===== src/rtl/polar_b_pkg.sv =====
// Shared constants and beat-count helpers for the layered B-message RAM (P=64, Q=6, N=1024).
// Layers 1..TOP_LAYER are legal; the topmost layers span several RAM beats.
package polar_b_pkg;

  localparam int LAYER_MIN = 1;
  localparam int TOP_LAYER = 8;

  typedef enum logic [1:0] {
    SEQ_IDLE,
    SEQ_WAIT,
    SEQ_BURST
  } seq_state_t;

  function automatic int wr_beats(input int layer, input int top = TOP_LAYER);
    return (layer == top) ? 2 : 1;
  endfunction

  function automatic int rd_beats(input int layer, input int top = TOP_LAYER);
    if (layer == top) return 4;
    if (layer == top - 1) return 2;
    return 1;
  endfunction

  function automatic logic layer_legal(input int layer, input int top = TOP_LAYER);
    return (layer >= LAYER_MIN) && (layer <= top);
  endfunction

endpackage


===== src/rtl/b_burst_seq.sv =====
// One request sequencer: accepts a request in IDLE and emits beats 0..beats-1 on consecutive cycles.
// First beat one cycle after the handshake (unless deferred); ready only in IDLE and out of reset.
module b_burst_seq
  import polar_b_pkg::*;
#(
  parameter int AW = 9,
  parameter int LW = 5,
  parameter int CW = 4
) (
  input  logic          clk,
  input  logic          rst,
  input  logic          req_valid,
  output logic          req_ready,
  input  logic [LW-1:0] req_layer,
  input  logic [AW-1:0] req_addr,
  input  logic [CW-1:0] req_beats,
  input  logic          req_legal,
  input  logic          defer,
  input  logic          hold,
  output logic          en,
  output logic [LW-1:0] layer,
  output logic [AW-1:0] addr,
  output logic [CW-1:0] cnt,
  output logic          last,
  output logic [LW-1:0] cur_layer,
  output logic          active
);

  seq_state_t    state, state_nx;
  logic [CW-1:0] cnt_q, cnt_nx;
  logic [CW-1:0] beats_q, beats_nx;
  logic [LW-1:0] layer_q, layer_nx;
  logic [AW-1:0] addr_q, addr_nx;
  logic          fire;
  logic          last_beat;

  assign req_ready = (state == SEQ_IDLE) && !rst;
  assign fire      = req_valid && req_ready;
  assign last_beat = (cnt_q == beats_q - 1'b1);

  always_comb begin
    state_nx = state;
    cnt_nx   = cnt_q;
    beats_nx = beats_q;
    layer_nx = layer_q;
    addr_nx  = addr_q;
    unique case (state)
      SEQ_IDLE: begin
        // Illegal requests are swallowed here: accepted but never leave IDLE.
        if (fire && req_legal) begin
          layer_nx = req_layer;
          addr_nx  = req_addr;
          beats_nx = req_beats;
          cnt_nx   = '0;
          state_nx = defer ? SEQ_WAIT : SEQ_BURST;
        end
      end
      SEQ_WAIT: begin
        if (!hold) state_nx = SEQ_BURST;
      end
      SEQ_BURST: begin
        if (last_beat) state_nx = SEQ_IDLE;
        else cnt_nx = cnt_q + 1'b1;
      end
      default: state_nx = SEQ_IDLE;
    endcase
  end

  always_ff @(posedge clk) begin
    if (rst) begin
      state   <= SEQ_IDLE;
      cnt_q   <= '0;
      beats_q <= '0;
      layer_q <= '0;
      addr_q  <= '0;
    end else begin
      state   <= state_nx;
      cnt_q   <= cnt_nx;
      beats_q <= beats_nx;
      layer_q <= layer_nx;
      addr_q  <= addr_nx;
    end
  end

  // Reset gates the command combinationally so an aborted burst emits nothing in the reset cycle.
  assign en        = (state == SEQ_BURST) && !rst;
  assign layer     = en ? layer_q : '0;
  assign addr      = en ? addr_q : '0;
  assign cnt       = en ? cnt_q : '0;
  assign last      = en && last_beat;
  assign cur_layer = layer_q;
  assign active    = (state != SEQ_IDLE);

endmodule


===== src/rtl/ram_b_ctrl.sv =====
// B-message RAM access scheduler: expands read/write requests into per-beat RAM commands, read waits on same-layer write.
// Beat 0 one cycle after handshake, read return one cycle after each read beat; each side accepts only when idle.
module ram_b_ctrl
#(
  parameter int AW        = 9,
  parameter int LW        = 5,
  parameter int CW        = 4,
  parameter int TOP_LAYER = 8
) (
  input  logic          clk,
  input  logic          rst,
  input  logic          wr_valid,
  output logic          wr_ready,
  input  logic [LW-1:0] wr_layer,
  input  logic [AW-1:0] wr_addr,
  input  logic          rd_valid,
  output logic          rd_ready,
  input  logic [LW-1:0] rd_layer,
  input  logic [AW-1:0] rd_addr,
  output logic          ram_w_en,
  output logic [LW-1:0] ram_layer_w,
  output logic [AW-1:0] ram_w_address,
  output logic [CW-1:0] ram_cnta,
  output logic          ram_r_en,
  output logic [LW-1:0] ram_layer_r,
  output logic [AW-1:0] ram_r_address,
  output logic [CW-1:0] ram_cntb,
  output logic          rdata_valid,
  output logic [CW-1:0] rdata_beat,
  output logic          rdata_last,
  output logic          err_layer,
  output logic          busy
);

  import polar_b_pkg::*;

  logic          wr_legal, rd_legal;
  logic [CW-1:0] wr_n, rd_n;
  logic          wr_fire, rd_fire;
  logic          rd_defer, rd_hold;
  logic [LW-1:0] wr_cur_layer, rd_cur_layer;
  logic          wr_active, rd_active;
  logic          wr_last_unused, rd_last;
  logic          rv_q, rl_q, err_q;
  logic [CW-1:0] rb_q;

  assign wr_legal = layer_legal(int'(wr_layer), TOP_LAYER);
  assign rd_legal = layer_legal(int'(rd_layer), TOP_LAYER);
  assign wr_n     = CW'(wr_beats(int'(wr_layer), TOP_LAYER));
  assign rd_n     = CW'(rd_beats(int'(rd_layer), TOP_LAYER));
  assign wr_fire  = wr_valid && wr_ready;
  assign rd_fire  = rd_valid && rd_ready;

  // Same-layer conflicts go to the write: a read parks in WAIT behind an active or simultaneous write.
  assign rd_defer = (ram_w_en && (wr_cur_layer == rd_layer)) ||
                    (wr_fire && wr_legal && (wr_layer == rd_layer));
  assign rd_hold  = ram_w_en || (wr_fire && wr_legal && (wr_layer == rd_cur_layer));

  b_burst_seq #(.AW(AW), .LW(LW), .CW(CW)) u_wr_seq (
    .clk       (clk),
    .rst       (rst),
    .req_valid (wr_valid),
    .req_ready (wr_ready),
    .req_layer (wr_layer),
    .req_addr  (wr_addr),
    .req_beats (wr_n),
    .req_legal (wr_legal),
    .defer     (1'b0),
    .hold      (1'b0),
    .en        (ram_w_en),
    .layer     (ram_layer_w),
    .addr      (ram_w_address),
    .cnt       (ram_cnta),
    .last      (wr_last_unused),
    .cur_layer (wr_cur_layer),
    .active    (wr_active)
  );

  b_burst_seq #(.AW(AW), .LW(LW), .CW(CW)) u_rd_seq (
    .clk       (clk),
    .rst       (rst),
    .req_valid (rd_valid),
    .req_ready (rd_ready),
    .req_layer (rd_layer),
    .req_addr  (rd_addr),
    .req_beats (rd_n),
    .req_legal (rd_legal),
    .defer     (rd_defer),
    .hold      (rd_hold),
    .en        (ram_r_en),
    .layer     (ram_layer_r),
    .addr      (ram_r_address),
    .cnt       (ram_cntb),
    .last      (rd_last),
    .cur_layer (rd_cur_layer),
    .active    (rd_active)
  );

  // Read return tracks the RAM's internal b_out register.
  always_ff @(posedge clk) begin
    if (rst) begin
      rv_q  <= 1'b0;
      rb_q  <= '0;
      rl_q  <= 1'b0;
      err_q <= 1'b0;
    end else begin
      rv_q  <= ram_r_en;
      rb_q  <= ram_cntb;
      rl_q  <= rd_last;
      err_q <= (wr_fire && !wr_legal) || (rd_fire && !rd_legal);
    end
  end

  assign rdata_valid = rv_q && !rst;
  assign rdata_beat  = rst ? '0 : rb_q;
  assign rdata_last  = rl_q && !rst;
  assign err_layer   = err_q && !rst;
  assign busy        = (wr_active || rd_active) && !rst;

endmodule

===== config.mk =====
export PLATFORM = sky130hd
export DESIGN_NAME = ram_b_ctrl
export DESIGN_NICKNAME = d
export VERILOG_FILES = /design/src/rtl/polar_b_pkg.sv /design/src/rtl/b_burst_seq.sv /design/src/rtl/ram_b_ctrl.sv
export SDC_FILE = /design/constraint.sdc
export NUM_CORES = 1
export LEC_CHECK = 0
export ABC_AREA = 1
export CAP_MARGIN = 20
export CORE_ASPECT_RATIO = 0.9
export CORE_UTILIZATION = 52
export CTS_BUF_LIST = sky130_fd_sc_hd__clkbuf_2 sky130_fd_sc_hd__clkbuf_4 sky130_fd_sc_hd__clkbuf_8
export CTS_CLUSTER_DIAMETER = 60
export DETAILED_ROUTE_END_ITERATION = 10
export PLACE_DENSITY = 0.91
export SLEW_MARGIN = 20
export SYNTH_ARGS = -nofsm -noshare
export SYNTH_HDL_FRONTEND = slang
export SYNTH_SLANG_ARGS = --single-unit

===== constraint.sdc =====
create_clock -name clk -period 3.9 [get_ports clk]
set_input_delay 0.78 -clock clk [delete_from_list [all_inputs] [get_ports clk]]
set_output_delay 0.78 -clock clk [all_outputs]
set_load 0.01 [all_outputs]

# == After elaboration in Yosys (flattened, before gate mapping) ==
# Index checks and enable logic that the tools add are counted.
# totals
regBits,55
inputBits,32
out_inout_bits,48
elab_cells,109
# op_classes
add_sub_neg,4
n_lt_le_gt_ge,4
n_eq_ne,19
muxes,29
n_reduce_logical,39
# op_table
cell,n
two-way mux 4 bit,9
logical AND 1 bit,20
two-way mux 9 bit,2
case mux 4 bit (2 select lines),2
equality test 5 bit,3
two-way mux 2 bit,7
case mux 2 bit (3 select lines),2
"equality test 5 bit, second input constant",2
"greater-or-equal comparator 5 x 1 -> 1 bit, second input constant",2
"<= comparator 5 x 4 -> 1 bit, second input constant",2
two-way mux 5 bit,2
"!= test 2 bit, second input constant",5
AND reduction 3 bit,3
"adder 4 x 1 -> 4 bit, second input constant",2
equality test 4 bit,2
nonzero test 2 bit,4
"subtractor 4 x 1 -> 4 bit, second input constant",2
two-way mux 3 bit,2
AND reduction 2 bit,3
"equality test 5 x 4 -> 1 bit, second input constant",1
"equality test 2 x 1 -> 1 bit, second input constant",2
"equality test 2 bit, second input constant",2
logical NOT 2 bit,2
logical OR 1 bit,4
3 further kinds,8

# == Longest topological paths before layout ==
# logic_depth
ltp_word,9
mapped_depth,11
depth_no_buf,11

# == Cells and area by module ==
# Synthesis repeated with hierarchy kept, for this count alone.
# unflattened
cells_unflattened,446
area_unflattened_um2,2966.6
# modules_own_cells
mod,instances,cells_per_inst,area_per_inst_um2,seq_area_each_um2
b_burst_seq,2,170,1176.1,480.5
ram_b_ctrl,1,106,614.3,140.1

# == Least setup slack after synthesis ==
# No wires, ideal clock.
# synth_timing
path_type,input to output
startpoint,input rst
endpoint,output ram_cntb[0]
arrival_ns,1.639
required_ns,3.120
setup_slack_ns,1.481
stages,5
n_path_buf,2
path_cell_list,buf_2 -> nor2_1 -> inv_2 -> clkbuf_1 -> nor2_1
# synth_via
elab_chain_len,3
# synth_rtl
item,line,rtl
start: declaration,ram_b_ctrl.sv:11,"input logic rst,"
logical NOT 1 bit,b_burst_seq.sv:86,assign en = (state == SEQ_BURST) && !rst;
logical AND 1 bit,b_burst_seq.sv:86,
named net ram_r_en,ram_b_ctrl.sv:24,"output logic ram_r_en,"
two-way mux 4 bit,b_burst_seq.sv:89,assign cnt = en ? cnt_q : '0;
end: declaration,ram_b_ctrl.sv:27,"output logic [CW-1:0] ram_cntb,"
# The timed path passes the listed nets, and every way through them passes these cells.

# == Worst setup path in the final report ==
# layout_timing
startpoint,input rst
endpoint,output ram_layer_r[1]
# layout_via
elab_chain_len,3
# layout_rtl
item,line,rtl
logical NOT 1 bit,b_burst_seq.sv:86,
logical AND 1 bit,b_burst_seq.sv:86,
two-way mux 5 bit,b_burst_seq.sv:87,assign layer = en ? layer_q : '0;
end: declaration,ram_b_ctrl.sv:25,"output logic [LW-1:0] ram_layer_r,"
# Every way passes these cells.

==> results_dict.tcl <==
set metrics [dict create \
    grt_max_degree 33 \
    grt_pass1_vias 2277 \
    hold_slack_ps 454 \
    ys_ff_latch 51 \
    relSlewSlack 0.728 \
    arrival_ps 2510 \
    worstMarginPinSlew_ps 408 \
    synth_common_cells "nor2_1 (68), inv_1 (61), dfxtp_1 (51)" \
    routed_wl_um 5980 \
    syn_avg_cell_area_um2 6.88 \
    cts_tree "done" \
    antenna_found_initial 0 \
    clock-skew-final_ps 9.53 \
    cts_max_level 2 \
    worstSetupStartpointType "input pin" \
    maxCapViolations 0 \
    postSynthNetCount 404 \
    path_clk_slew_ps 90 \
    grt_first_pass_wirelength_um 9770 \
    drc 0 \
    finalHoldViolations 0 \
    via_per_inst 5.06 \
    rsz0062_at_grt "false" \
    ys_async_sr_fraction 0 \
    ant_nets 0 \
    fill_cells 334 \
    cts_root_buf "clkbuf_8" \
    n_antenna_cell 0 \
    ys.flop_type "dfxtp_1" \
    synthesis.area_um2 2530 \
    yosys.cell_types.count 30 \
    die_area_um2 5150 \
    max_freq_mhz 304 \
    syn2layout_area_growth_pct 36.3 \
    synth_area_leaders "dfxtp_1 (40%), nor2_1 (10%), inv_1 (9.0%), a21oi_1 (7.5%), o21ai_0 (5.5%)" \
    num_vias 2553 \
    crit_type "in2out" \
    r2r-end "u_rd_seq.cnt_q[2]$_SDFFE_PP0P_" \
    cp-endpoint "ram_layer_r[1]" \
    place_congestion 0.911 \
    period_needed_ps 3290 \
    synth-warning-count 0 \
    hpwl_um 4380 \
    pin_count 80 \
    drive_gt1_frac 0.0564 \
    core_um2 4580 \
    ys_seq_area_frac 0.403 \
    hold_buffers 0 \
    cp-end-kind "output port" \
    hp-class "reg2reg" \
    critPathLaunch "rst" \
    fin_tns_setup_ps 0 \
    path_max_fanout 23 \
    grt_overflow_total 0 \
    drv_slew 0 \
    cts_buffers 5 \
    die_w_um 75.5 \
    setup_viol 0 \
    status "finished, final reports clean" \
    worst_ep_required_time_ps 3120 \
    p_leak_uw 0.00129 \
    r2r_cells 9 \
    syn_inst 368 \
    initial_core_util 0.553 \
    rows 23 \
    powerDensity_nw_per_um2 289 \
    synth_top_area_cell "dfxtp_1" \
    irDropWorstVdd_v 0.000213 \
    first_pass_iters 4 \
    synth_edf_count 0 \
    clkSinkCount 51 \
    clk-insertion-delay-late_ps 310 \
    postCtsSetupRepairBufs 0 \
    synth_top_area_frac 0.403 \
    cts_buffer_depth 2 \
    grt_use_total 0.250 \
    dieHeight_um 68.2 \
    drt_iter0_drc 156 \
    wl_per_cell_um 11.8 \
    r2r-start "u_rd_seq.beats_q[0]$_SDFFE_PP0P_" \
    cts_resized 0 \
    post-synth-top-count-cell "nor2_1" \
    min_period_over_period 0.843 \
    r2r_setup_slack_ps 1990 \
    io_buffers 79 \
    layout.nets 478 \
]
==> cells by family after synthesis <==
family / count (synthesis) / share of synthesized area
AOI/OAI and AO/OA: 79 / 0.162
xor gates and xnor gates: 16 / 0.0554
adders and majority gates: 4 / 0.0198
buffers and inverters: 81 / 0.126
DFF: 51 / 0.403
and+or+nand+nor: 137 / 0.234
==> worst min-delay path by stage <==
stage	from	endpoint	cells after the start
floorplan	u_wr_seq.addr_q[0]$_SDFFE_PP0P_	u_wr_seq.addr_q[0]$_SDFFE_PP0P_	2
global placement	u_wr_seq.addr_q[7]$_SDFFE_PP0P_	u_wr_seq.addr_q[7]$_SDFFE_PP0P_	2
detailed placement	u_wr_seq.addr_q[7]$_SDFFE_PP0P_	u_wr_seq.addr_q[7]$_SDFFE_PP0P_	2
CTS	u_wr_seq.addr_q[7]$_SDFFE_PP0P_	u_wr_seq.addr_q[7]$_SDFFE_PP0P_	2
global route	u_wr_seq.addr_q[7]$_SDFFE_PP0P_	u_wr_seq.addr_q[7]$_SDFFE_PP0P_	2
finish	u_rd_seq.addr_q[3]$_SDFFE_PP0P_	u_rd_seq.addr_q[3]$_SDFFE_PP0P_	2
==> critical path, cell delays in order <==
cell and delay [ps]:
clkdlybuf4s50_1 430, buf_4 210, nor2_1 180, inv_2 180, nor2_1 160, clkdlybuf4s50_1 560
==> cells in the final DEF, fill, tap and decap left out, types with 6 or more instances in the layout <==
cell type        netlist  layout
clkbuf_8               0       6
xnor2_1                9       9
dfxtp_1               51      51
nand2_1               35      35
inv_1                 61      61
a21oi_1               38      38
nand3_1               20      20
o21ai_1                6       6
nor2_1                68      68
clkdlybuf4s50_1        0      79
o21ai_0               28      28
xor2_1                 7       7
==> stage by stage <==
| step | instance area, um2 | instances | power (uW) | setup slack (ps) | util |
|---|---|---|---|---|---|
| 3_5_place_dp | 3350 | 497 | 684 | 617 | 0.733 |
| 3_3_place_gp | 3350 | 497 | 679 | 696 | 0.733 |
| 6_report | 3450 | 505 | 996 | 611 | 0.754 |
| 2_1_floorplan | 2530 | 368 | 625 | 1480 | - |
| 4_1_cts | 3450 | 505 | 1000 | 598 | 0.754 |
| 5_1_grt | 3450 | 505 | 1040 | 438 | 0.754 |
==> area by class of cell <==
type,count,area [um2],area share
Inverter,66,248,0.0718
Tap cell,62,77.6,0.0225
Multi-Input combinational cell,236,1190,0.346
Clock buffer,7,90.1,0.0261
Timing Repair Buffer,82,813,0.236
Sequential cell,51,1020,0.296
Clock inverter,1,8.76,0.00254
==> power by group <==
part / leakage (uW) / internal (uW) / switching [uW]
logic: 0.000829 / 62.8 / 70.2
clock network: 0.0000519 / 153 / 170
registers: 0.000413 / 534 / 6.36
total: 0.00129 / 750 / 246
==> per-layer routing <==
metal  vias up  GRT usage  part of all wire
met1      1161      0.310              0.43
met2        83      0.431              0.50
met4         0      0.102             0.013
met3         7     0.0412             0.052
li1       1302          -                 -
met5         -          0                 0
==> registers in the layout, summed over array words and instances (netlist names) <==
| signal | flops |
|---|---|
| u_rd_seq.addr_q | 9 |
| u_wr_seq.addr_q | 9 |
| u_rd_seq.cur_layer | 5 |
| u_wr_seq.cur_layer | 5 |
| rb_q | 4 |
| u_rd_seq.cnt_q | 4 |
| u_wr_seq.cnt_q | 4 |
| u_rd_seq.beats_q | 3 |
| u_rd_seq.state | 2 |
| u_wr_seq.beats_q | 2 |
| err_q | 1 |
| rl_q | 1 |
| rv_q | 1 |
| u_wr_seq.state | 1 |
Note: power is estimated with default switching activity, not from simulation.
